===== src/rtl/binary_aggregator_pkg.sv =====
// Shared definitions for the binary aggregator slot manager: width helpers,
// the {tag, payload} layout of aggregator data, and the per-slot state encoding.
package binary_aggregator_pkg;

    typedef enum logic [1:0] {
        SLOT_FREE = 2'd0,
        SLOT_OCC  = 2'd1,
        SLOT_COOL = 2'd2
    } slot_state_e;

    // Number of bits needed to encode values 0..value-1.
    function automatic int log2_ceil(input int value);
        int bits;
        bits = 0;
        for (int b = 0; b < 31; b++) begin
            if ((1 << b) < value) begin
                bits = b + 1;
            end
        end
        return bits;
    endfunction

    // Index width with a floor of one bit so single-value fields stay legal.
    function automatic int idx_width(input int cnt);
        return (log2_ceil(cnt) < 1) ? 1 : log2_ceil(cnt);
    endfunction

    // The slot tag occupies the top IDX_W bits of the aggregator data word.
    function automatic int tag_msb(input int data_width, input int idx_w);
        return data_width + idx_w - 1;
    endfunction

endpackage


===== src/rtl/aggregator_slot.sv =====
// One candidate slot: occupancy, post-retire cooldown, key and payload,
// with a saturating aging step toward the winning direction.
module aggregator_slot
    import binary_aggregator_pkg::*;
#(
    parameter int KEY_WIDTH     = 6,
    parameter int DATA_WIDTH    = 16,
    parameter int AGG_LATENCY   = 0,
    parameter int KEY_WINS_HIGH = 1
) (
    input  logic                  clk,
    input  logic                  rst_n,
    input  logic                  i_alloc,
    input  logic [KEY_WIDTH-1:0]  i_key,
    input  logic [DATA_WIDTH-1:0] i_data,
    input  logic                  i_retire,
    input  logic                  i_age_tick,
    output logic                  o_occ,
    output logic                  o_free,
    output logic [KEY_WIDTH-1:0]  o_key,
    output logic [DATA_WIDTH-1:0] o_data
);

    localparam int                   COOL_W    = idx_width(AGG_LATENCY + 2);
    localparam logic [COOL_W-1:0]    COOL_INIT = COOL_W'(AGG_LATENCY + 1);
    localparam logic [KEY_WIDTH-1:0] KEY_LIMIT = (KEY_WINS_HIGH != 0) ? {KEY_WIDTH{1'b1}}
                                                                      : {KEY_WIDTH{1'b0}};

    logic                  r_occ;
    logic [COOL_W-1:0]     r_cool;
    logic [KEY_WIDTH-1:0]  r_key;
    logic [DATA_WIDTH-1:0] r_data;

    slot_state_e           w_state;
    logic [KEY_WIDTH-1:0]  w_key_aged;

    always_comb begin
        w_state = SLOT_FREE;
        if (r_cool != '0) begin
            w_state = SLOT_COOL;
        end else if (r_occ) begin
            w_state = SLOT_OCC;
        end
    end

    always_comb begin
        w_key_aged = r_key;
        if (r_key != KEY_LIMIT) begin
            w_key_aged = (KEY_WINS_HIGH != 0) ? (r_key + 1'b1) : (r_key - 1'b1);
        end
    end

    // Retire and alloc are exclusive: retire needs an occupied slot, alloc a free one.
    // The cooldown covers every winner still in aggregator flight for this slot.
    always_ff @(posedge clk or negedge rst_n) begin
        if (!rst_n) begin
            r_occ  <= 1'b0;
            r_cool <= '0;
            r_key  <= '0;
            r_data <= '0;
        end else if (i_retire) begin
            r_occ  <= 1'b0;
            r_cool <= COOL_INIT;
        end else if (i_alloc) begin
            r_occ  <= 1'b1;
            r_key  <= i_key;
            r_data <= i_data;
        end else begin
            if (r_cool != '0) begin
                r_cool <= r_cool - 1'b1;
            end
            if (r_occ && i_age_tick) begin
                r_key <= w_key_aged;
            end
        end
    end

    assign o_occ  = (w_state == SLOT_OCC);
    assign o_free = (w_state == SLOT_FREE);
    assign o_key  = r_key;
    assign o_data = r_data;

endmodule


===== src/rtl/binary_aggregator_slot_manager.sv =====
// Parks pushed entries in free slots, presents them to the binary aggregator,
// forwards qualified winners on the pop port and retires the popped slot.
module binary_aggregator_slot_manager
    import binary_aggregator_pkg::*;
#(
    parameter  int CANDIDATE_CNT = 5,
    parameter  int KEY_WIDTH     = 6,
    parameter  int DATA_WIDTH    = 16,
    parameter  int AGG_LATENCY   = 0,
    parameter  int AGE_PERIOD    = 16,
    parameter  int KEY_WINS_HIGH = 1,
    localparam int IDX_W         = idx_width(CANDIDATE_CNT),
    localparam int AGG_DW        = DATA_WIDTH + IDX_W
) (
    input  logic                                     clk,
    input  logic                                     rst_n,
    input  logic                                     push_vld,
    output logic                                     push_rdy,
    input  logic [KEY_WIDTH-1:0]                     push_key,
    input  logic [DATA_WIDTH-1:0]                    push_data,
    output logic [CANDIDATE_CNT-1:0]                 candidate_vld,
    output logic [CANDIDATE_CNT-1:0][KEY_WIDTH-1:0]  candidate_key,
    output logic [CANDIDATE_CNT-1:0][AGG_DW-1:0]     candidate_data,
    input  logic                                     winner_vld,
    input  logic [KEY_WIDTH-1:0]                     winner_key,
    input  logic [AGG_DW-1:0]                        winner_data,
    output logic                                     pop_vld,
    input  logic                                     pop_rdy,
    output logic [KEY_WIDTH-1:0]                     pop_key,
    output logic [DATA_WIDTH-1:0]                    pop_data
);

    localparam int TAG_MSB = tag_msb(DATA_WIDTH, IDX_W);

    logic [CANDIDATE_CNT-1:0] w_occ;
    logic [CANDIDATE_CNT-1:0] w_free;
    logic [CANDIDATE_CNT-1:0] w_alloc;
    logic [CANDIDATE_CNT-1:0] w_retire;
    logic [CANDIDATE_CNT-1:0] w_tag_hit;
    logic [IDX_W-1:0]         w_tag;
    logic                     w_age_tick;
    logic                     w_pop_fire;

    // Lowest set bit of the free mask selects the slot for a new entry.
    assign push_rdy = |w_free;
    assign w_alloc  = push_vld ? (w_free & (~w_free + 1'b1)) : '0;

    // A tag beyond CANDIDATE_CNT matches no slot and therefore never qualifies.
    assign w_tag      = winner_data[TAG_MSB -: IDX_W];
    assign pop_vld    = winner_vld & (|(w_tag_hit & w_occ));
    assign w_pop_fire = pop_vld & pop_rdy;
    assign pop_key    = winner_key;
    assign pop_data   = winner_data[DATA_WIDTH-1:0];

    assign candidate_vld = w_occ;

    generate
        for (genvar gi = 0; gi < CANDIDATE_CNT; gi++) begin : g_slot
            logic [KEY_WIDTH-1:0]  w_slot_key;
            logic [DATA_WIDTH-1:0] w_slot_data;

            assign w_tag_hit[gi] = (w_tag == IDX_W'(gi));
            assign w_retire[gi]  = w_pop_fire & w_tag_hit[gi];

            aggregator_slot #(
                .KEY_WIDTH     (KEY_WIDTH),
                .DATA_WIDTH    (DATA_WIDTH),
                .AGG_LATENCY   (AGG_LATENCY),
                .KEY_WINS_HIGH (KEY_WINS_HIGH)
            ) u_slot (
                .clk        (clk),
                .rst_n      (rst_n),
                .i_alloc    (w_alloc[gi]),
                .i_key      (push_key),
                .i_data     (push_data),
                .i_retire   (w_retire[gi]),
                .i_age_tick (w_age_tick),
                .o_occ      (w_occ[gi]),
                .o_free     (w_free[gi]),
                .o_key      (w_slot_key),
                .o_data     (w_slot_data)
            );

            assign candidate_key[gi]  = w_slot_key;
            assign candidate_data[gi] = {IDX_W'(gi), w_slot_data};
        end
    endgenerate

    generate
        if (AGE_PERIOD > 0) begin : g_age
            localparam int               AGE_W    = idx_width(AGE_PERIOD);
            localparam logic [AGE_W-1:0] AGE_LAST = AGE_W'(AGE_PERIOD - 1);

            logic [AGE_W-1:0] r_age_cnt;

            always_ff @(posedge clk or negedge rst_n) begin
                if (!rst_n) begin
                    r_age_cnt <= '0;
                end else if (r_age_cnt == AGE_LAST) begin
                    r_age_cnt <= '0;
                end else begin
                    r_age_cnt <= r_age_cnt + 1'b1;
                end
            end

            assign w_age_tick = (r_age_cnt == AGE_LAST);
        end else begin : g_no_age
            assign w_age_tick = 1'b0;
        end
    endgenerate

endmodule


===== config.mk =====
export PLATFORM = sky130hd
export DESIGN_NAME = binary_aggregator_slot_manager
export DESIGN_NICKNAME = d
export VERILOG_FILES = /design/src/rtl/binary_aggregator_pkg.sv /design/src/rtl/aggregator_slot.sv /design/src/rtl/binary_aggregator_slot_manager.sv
export SDC_FILE = /design/constraint.sdc
export NUM_CORES = 1
export LEC_CHECK = 0
export CAP_MARGIN = 20
export CORE_MARGIN = 2
export CORE_UTILIZATION = 40
export CTS_BUF_LIST = sky130_fd_sc_hd__clkbuf_16
export DETAILED_ROUTE_END_ITERATION = 8
export PLACE_DENSITY = 0.83
export SYNTH_ARGS = -nofsm -noshare
export SYNTH_HDL_FRONTEND = slang
export SYNTH_SLANG_ARGS = --single-unit

===== constraint.sdc =====
create_clock -name clk -period 2.79 [get_ports clk]
set_clock_uncertainty 0.05 [all_clocks]
set_input_delay 0.558 -clock clk [delete_from_list [all_inputs] [get_ports clk]]
set_output_delay 0.558 -clock clk [all_outputs]
set_load 0.1 [all_outputs]

==> insert_results.sql <==
INSERT INTO impl_metrics (metric_group, metric, value, unit) VALUES
('place', 'preCtsSetupSlack', '0.109', 'ns'),
('worst_setup_path', 'cpPeakStageDelay', '0.55', 'ns'),
('sta', 'timing_max_transition_violations_final', '0', ''),
('grt', 'grt_pass1_vias', '4848', ''),
('sta', 'max_clock_freq', '368', 'MHz'),
('logic_synthesis', 'synthCells', '599', ''),
('worst_setup_path', 'path_max_fanout', '6', ''),
('clock_tree', 'cts.htree.levels', '4', ''),
('sta', 'hold_slack', '0.0232', 'ns'),
('logic_synthesis', 'post_synth_most_frequent_cells', '163 x sky130_fd_sc_hd__nand2_1, 124 x sky130_fd_sc_hd__dfrtp_1, 43 x sky130_fd_sc_hd__buf_4', ''),
('grt', 'grt_start_max_net_pins', '48', ''),
('floorplanning', 'pin_count', '206', ''),
('logic_synthesis', 'synth.most_common_cell', 'sky130_fd_sc_hd__nand2_1', ''),
('clock_tree', 'hold_fix_buffers_at_cts', '0', ''),
('finish', 'syn2layout_area_growth', '30.1', '%'),
('worst_setup_path', 'criticalPathCategory', 'in2out', ''),
('worst_setup_path', 'timing.critical_path.from_type', 'input pin', ''),
('logic_synthesis', 'post_synth_num_cell_types', '68', ''),
('clock_tree', 'cts.sink_count', '124', ''),
('finish', 'drive_above_1_share', '27.5', '%'),
('floorplanning', 'start_util', '41.1', '%'),
('place', 'place.detailed.hpwl', '11.5', 'mm'),
('clock_tree', 'cts_setup_buffers', '0', ''),
('routing', 'final_antenna_net_count', '0', ''),
('worst_setup_path', 'worst-r2r-cell-count', '5', ''),
('finish', 'layout.core_utilization', '53.4', '%'),
('worst_setup_path', 'worst_path_max_delay_cell', 'sky130_fd_sc_hd__clkdlybuf4s50_1', ''),
('logic_synthesis', 'post_synth.cell_area_avg', '10.0', 'µm²'),
('routing', 'drcViolationCount', '0', ''),
('clock_tree', 'numCtsBuffers', '17', ''),
('job', 'maxCapViolations', '0', ''),
('sta', 'slew-limit-headroom', '57.7', '%'),
('logic_synthesis', 'post-synth-top-area-cell', 'sky130_fd_sc_hd__dfrtp_1', ''),
('logic_synthesis', 'synth.cell_area', '5990', 'µm²'),
('finish', 'n_fill_cell', '1278', ''),
('logic_synthesis', 'area_share_of_the_leading_cell_type_in_the_synthesized_netlist', '51.8', '%'),
('place', 'port-buffer-count', '146', ''),
('clock_tree', 'cts.clk_slew.worst_paths', '0.06', 'ns'),
('clock_tree', 'cts.repair.resized', '0', ''),
('sta', 'layout_worst_path_cycle_share', '97.3', '%'),
('run_status', 'status', 'complete, no violations', ''),
('logic_synthesis', 'synth-seq-cells', '124', ''),
('clock_tree', 'tritoncts', 'done', ''),
('clock_tree', 'cts-root-buf', 'sky130_fd_sc_hd__clkbuf_16', ''),
('sta', 'final_setup_violating_endpoints', '0', ''),
('clock_tree', 'worstSkewPairLatency', '0.42', 'ns'),
('place', 'globalplace.congestion', '0.876', ''),
('logic_synthesis', 'ys_top_cells_by_area', 'sky130_fd_sc_hd__dfrtp_1 52%, sky130_fd_sc_hd__nand2_1 10%, sky130_fd_sc_hd__buf_4 5.4%, sky130_fd_sc_hd__mux2_1 3.4%, sky130_fd_sc_hd__mux2_2 3.4%', ''),
('worst_setup_path', 'crit_buf_inv', '2', ''),
('floorplanning', 'chipWidth', '126', 'µm'),
('routing', 'avgViaCountPerCell', '5.23', ''),
('routing', 'wire_per_inst', '17.5', 'µm'),
('min_path', 'worst_hold_path_type', 'in2async', ''),
('logic_synthesis', 'sequential_to_total_area_share_from_yosys_stat', '51.8', '%'),
('worst_setup_path', 'critical_path.cell_chain', 'clkdlybuf4s50_1 > nor3b_1 > a22o_1 > o31a_1 > buf_12', ''),
('logic_synthesis', 'synth-warning-count', '0', ''),
('sta', 'grt_setup_unrepaired', 'false', ''),
('worst_setup_path', 'critical_path_arrival', '2.11', 'ns'),
('worst_setup_path', 'endpoint_kind', 'output port', ''),
('worst_setup_path', 'critPathRequiredTime', '2.18', 'ns'),
('clock_tree', 'clock_tree.buffer_depth', '2', ''),
('sta', 'final.min_clock_period', '2.71', 'ns'),
('grt', 'first_pass_grt_wire_length', '26.1', 'mm'),
('logic_synthesis', 'async_reset_ff_share', '100', '%'),
('routing', 'first_pass_iters', '5', ''),
('routing', 'wl', '16.2', 'mm'),
('worst_setup_path', 'timing.critical_path.max_delay_family', 'buffers and inverters', ''),
('sta', 'worst_slack', '0.0761', 'ns'),
('sta', 'finalSetupTns', '0', 'ns'),
('grt', 'grt.overflow.total', '0', ''),
('grt', 'globalRouteTotalUtil', '21.0', '%');
[cell usage in the layout (no fill, tap or decap), types with 4 or more instances in the layout]
cell / netlist / final
sky130_fd_sc_hd__o21ai_0: 9 / 9
sky130_fd_sc_hd__nor3_1: 12 / 12
sky130_fd_sc_hd__nor3b_1: 5 / 5
sky130_fd_sc_hd__nand3_1: 11 / 11
sky130_fd_sc_hd__nand2_1: 163 / 163
sky130_fd_sc_hd__bufinv_16: 0 / 4
sky130_fd_sc_hd__and3_1: 7 / 7
sky130_fd_sc_hd__nor2b_1: 4 / 4
sky130_fd_sc_hd__mux2_2: 18 / 18
sky130_fd_sc_hd__o21ai_1: 11 / 11
sky130_fd_sc_hd__conb_1: 2 / 15
sky130_fd_sc_hd__o22a_1: 6 / 6
sky130_fd_sc_hd__nand4_1: 5 / 5
sky130_fd_sc_hd__buf_4: 43 / 131
sky130_fd_sc_hd__ha_1: 6 / 6
sky130_fd_sc_hd__mux2_1: 18 / 18
sky130_fd_sc_hd__a2bb2oi_1: 7 / 7
sky130_fd_sc_hd__inv_1: 6 / 6
sky130_fd_sc_hd__mux2i_1: 6 / 6
sky130_fd_sc_hd__inv_6: 0 / 5
sky130_fd_sc_hd__clkdlybuf4s50_1: 0 / 28
sky130_fd_sc_hd__a31oi_1: 4 / 4
sky130_fd_sc_hd__a21oi_1: 11 / 11
sky130_fd_sc_hd__clkbuf_16: 0 / 17
sky130_fd_sc_hd__dfrtp_1: 124 / 124
sky130_fd_sc_hd__nor2_1: 38 / 38
[cells by family (layout without fill, tap and decap cells)]
kind of cell / Yosys count / in the layout / synth area share (%)
flops: 124 / 124 / 51.8
simple gates: 268 / 268 / 20.3
buf+inv: 74 / 200 / 8.04
other cells: 2 / 15 / 0.125
fa+ha+maj: 6 / 6 / 1.25
compound gates: 82 / 82 / 10.5
mux: 42 / 42 / 7.77
xor+xnor: 1 / 1 / 0.146
[cell type report]
type                    count  area [µm²]  share of cell area (%)
well taps                 184         230                    2.95
flip-flops and latches    124        3100                    39.8
inverters                   6        22.5                   0.289
clock buffers              17         425                    5.46
repair buffers            162        1320                    17.0
multi-input cells         414        2480                    31.8
clock inverters            15         209                    2.68
[path summary, 6_finish.rpt]
kind                                                             start                                     end
worst max register to register      g_slot[2].u_slot.r_occ$_DFFE_PN0P_   g_slot[4].u_slot.o_key[3]$_DFFE_PN0P_
worst max-delay path                                   winner_data[18]                                 pop_vld
worst min-delay path                                             rst_n  g_slot[1].u_slot.o_data[1]$_DFFE_PN0P_
max in group asynchronous                                        rst_n  g_slot[3].u_slot.o_data[8]$_DFFE_PN0P_
min in group clk                g_slot[2].u_slot.o_data[5]$_DFFE_PN0P_  g_slot[2].u_slot.o_data[5]$_DFFE_PN0P_
worst min register to register  g_slot[2].u_slot.o_data[5]$_DFFE_PN0P_  g_slot[2].u_slot.o_data[5]$_DFFE_PN0P_
[per-stage QoR]
| stage | cells | area [µm²] |
|---|---|---|
| finish | 922 | 7790 |
| global route | 922 | 7790 |
| CTS | 922 | 7790 |
| detailed placement | 890 | 7160 |
| floorplan | 612 | 6040 |
| global placement | 890 | 7160 |
[per-layer routing]
metal,GRT usage [%],routed length (µm),vias to the layer above
li1,-,-,2254
met1,26.2,6770,2366
met2,33.4,7670,178
met3,8.01,1480,24
met4,7.24,231,0
met5,0,0,-
[registers in the layout (all words and copies together) (netlist names)]
name / flops
g_slot.u_slot.r_occ: 5
g_slot.u_slot.o_key: 30
g_slot.u_slot.o_data: 80
g_slot.u_slot.r_cool: 5
g_age.r_age_cnt: 4
[worst reg2reg max path, delay by kind of cell (launching register included)]
family                 cells  cell delay, ns
DFF                        1            0.53
AOI/OAI and AO/OA          2            0.42
and+or+nand+nor            1            0.41
muxes                      1            0.36
buffers and inverters      1            0.24
Power is left out: the tool's default activity adds up to more than one toggle a clock period on the data nets, which glitch-free logic cannot reach.
==> variant, RTL diff (same settings) <==
`AGG_LATENCY` is set to 0 in 2 places; all go to 1.
--- a/src/rtl/aggregator_slot.sv
+++ b/src/rtl/aggregator_slot.sv
@@ -6,5 +6,5 @@
     parameter int KEY_WIDTH     = 6,
     parameter int DATA_WIDTH    = 16,
-    parameter int AGG_LATENCY   = 0,
+    parameter int AGG_LATENCY   = 1,
     parameter int KEY_WINS_HIGH = 1
 ) (
--- a/src/rtl/binary_aggregator_slot_manager.sv
+++ b/src/rtl/binary_aggregator_slot_manager.sv
@@ -7,5 +7,5 @@
     parameter  int KEY_WIDTH     = 6,
     parameter  int DATA_WIDTH    = 16,
-    parameter  int AGG_LATENCY   = 0,
+    parameter  int AGG_LATENCY   = 1,
     parameter  int AGE_PERIOD    = 16,
     parameter  int KEY_WINS_HIGH = 1,
Check against the original RTL: not equivalent (Yosys sat finds a counterexample within 10 cycles, from zero or initial values and one cycle with rst_n low).
==> variant against the unedited design <==
Register-to-register slack got worse by 140 ps; routed wire length increased by 6.4%; sequential cell count increased by 5; first-iteration DRC count increased by 39%; area after synthesis increased by 4.6%; worst hold slack improved by 87 ps; critical endpoint unchanged; final area increased by 2.9%; core utilization decreased by 0.85 points; non-clock buffer count decreased by 3; setup slack improved by 91 ps.
Power is left out: the tool's default activity adds up to more than one toggle a clock period on the data nets, which glitch-free logic cannot reach.
==> variant: results (changes against the unedited design) <==
* Synth cell types at 61 (was 68)
* Ys async rst share at 100% (unchanged)
* Fin cells at 1025 (was 922)
* DR top layer: met4 (unchanged)
* Routed vias at 5307 (was 4822)
* Share of layout cells above drive strength 1 at 22.2% (was 27.5%)
* Fillers at 1352 (was 1278)
* Commonest cells post-synth: nand2_1, dfrtp_1, buf_4, nor2_1, inv_1 (was nand2_1, dfrtp_1, buf_4, nor2_1)
* Port Buffer Count at 146 (unchanged)
* Layout Nets at 867 (was 783)
* Diodes inserted at 0 (unchanged)
* Setup bufs post-CTS at 0 (unchanged)
* Met3 capacity usage during global routing at 7.76% (was 8.01%)
* Worst path max stage delay at 390 ps (was 550 ps)
* Met3 routed WL at 1730 um (was 1480 um)
* M1 WL at 7340 um (was 6770 um)
* Area contributors post-synth: dfrtp_1, nand2_1, buf_4 (unchanged)
* GP Congestion at 0.876 (about the same)
* Synth Area per Inst at 9.27 um^2 (was 10.0 um^2)
* Crit-path leading delay family: flip-flops (was buffers and inverters)
* Max_slew headroom at 56.8% (was 57.7%)
* Placed cell area at 7490 um^2 (was 7160 um^2)
* Ys flop type: dfrtp_1 (unchanged)
* Largest net degree at the start of global routing at 79 (was 48)
* Vias in the first global route at 5052 (was 4848)
* Slowest-stage cell, CP: dfrtp_1 (was clkdlybuf4s50_1)
* Routed met2 length at 7750 um (was 7670 um)
* Post-DP HPWL at 11900 um (was 11500 um)
* Post-synthesis sequential area ratio at 51.5% (was 51.8%)
* First-pass GRT wire length at 27100 um (was 26100 um)
* # H-tree levels at 4 (unchanged)
* Num CTS Buffers at 17 (unchanged)
* Dpl ws at 218 ps (was 109 ps)
* First drt pass iteration count at 5 (unchanged)
* HP Class: in -> async (unchanged)
* Met1 GRT Util at 28.6% (was 26.2%)
* Routed wire length at 17200 um (was 16200 um)
* Worst-Skew Late Latency at about 400 ps
* Outcome: finished clean (unchanged)
* Met2 Use GR at 31.2% (was 33.4%)
* Max-Cap Viols at 0 (unchanged)
* Clk slew on worst S/H paths at ~50 ps
* Drt initial violations at 373 (was 269)
* Initial antenna violation count at 0 (unchanged)
* CP Max Fanout at 7 (was 6)
* All-Layer GR Usage at 21.2% (was 21.0%)
* CP arrival at 2020 ps (was 2110 ps)
* Max reg flops at 80 (unchanged)
variant: changes by cell type after synthesis, sizes merged, moves of 9 or more:
cell / unedited run / this run
inv: 6 / 24
o22ai: 3 / 14
nand2: 163 / 217
a2bb2oi: 10 / 1
buf: 60 / 50
nand3: 11 / 20
mux2: 36 / 19
variant: final cells by class:
type                    count  area [um^2]  area share [%]
repair buffers            159         1300            16.2
multi-input cells         473         2610            32.5
clock buffers              17          425            5.30
inverters                  24         90.1            1.12
clock inverters            12          104            1.29
flip-flops and latches    129         3230            40.2
well taps                 211          264            3.29
variant: cells by family (layout without fill, tap and decap cells):
family / Yosys count / in the layout / synth area share (%)
buf+inv: 87 / 212 / 8.07
flops: 129 / 129 / 51.5
simple gates: 342 / 342 / 24.7
mux: 19 / 19 / 3.41
xor+xnor: 7 / 7 / 0.978
other cells: 2 / 15 / 0.120
compound gates: 79 / 79 / 9.02
fa+ha+maj: 11 / 11 / 2.20
variant: worst paths after layout:
| path | from | endpoint | slack [ps] | cells past startpoint |
|---|---|---|---|---|
| worst max-delay path | g_slot[1].u_slot.r_cool[0] | pop_vld | 170 | 7 |
| worst min-delay path | rst_n | g_slot[1].u_slot.o_data[10] | 110 | 2 |
| worst max register to register | g_age.r_age_cnt[0] | g_slot[3].u_slot.o_key[0] | 540 | 6 |
| worst min register to register | g_slot[2].u_slot.o_data[3] | g_slot[2].u_slot.o_data[3] | 420 | 2 |
| max in group asynchronous | rst_n | g_slot[0].u_slot.o_data[2] | 2020 | 2 |
| min in group clk | g_slot[2].u_slot.o_data[3] | g_slot[2].u_slot.o_data[3] | 420 | 2 |
variant: repair_timing:
action | 4_1_cts | 5_1_grt
endpoints found under the setup margin | 0 | 1
resized for setup | 0 | 1
endpoints found under the hold margin | 0 | 0
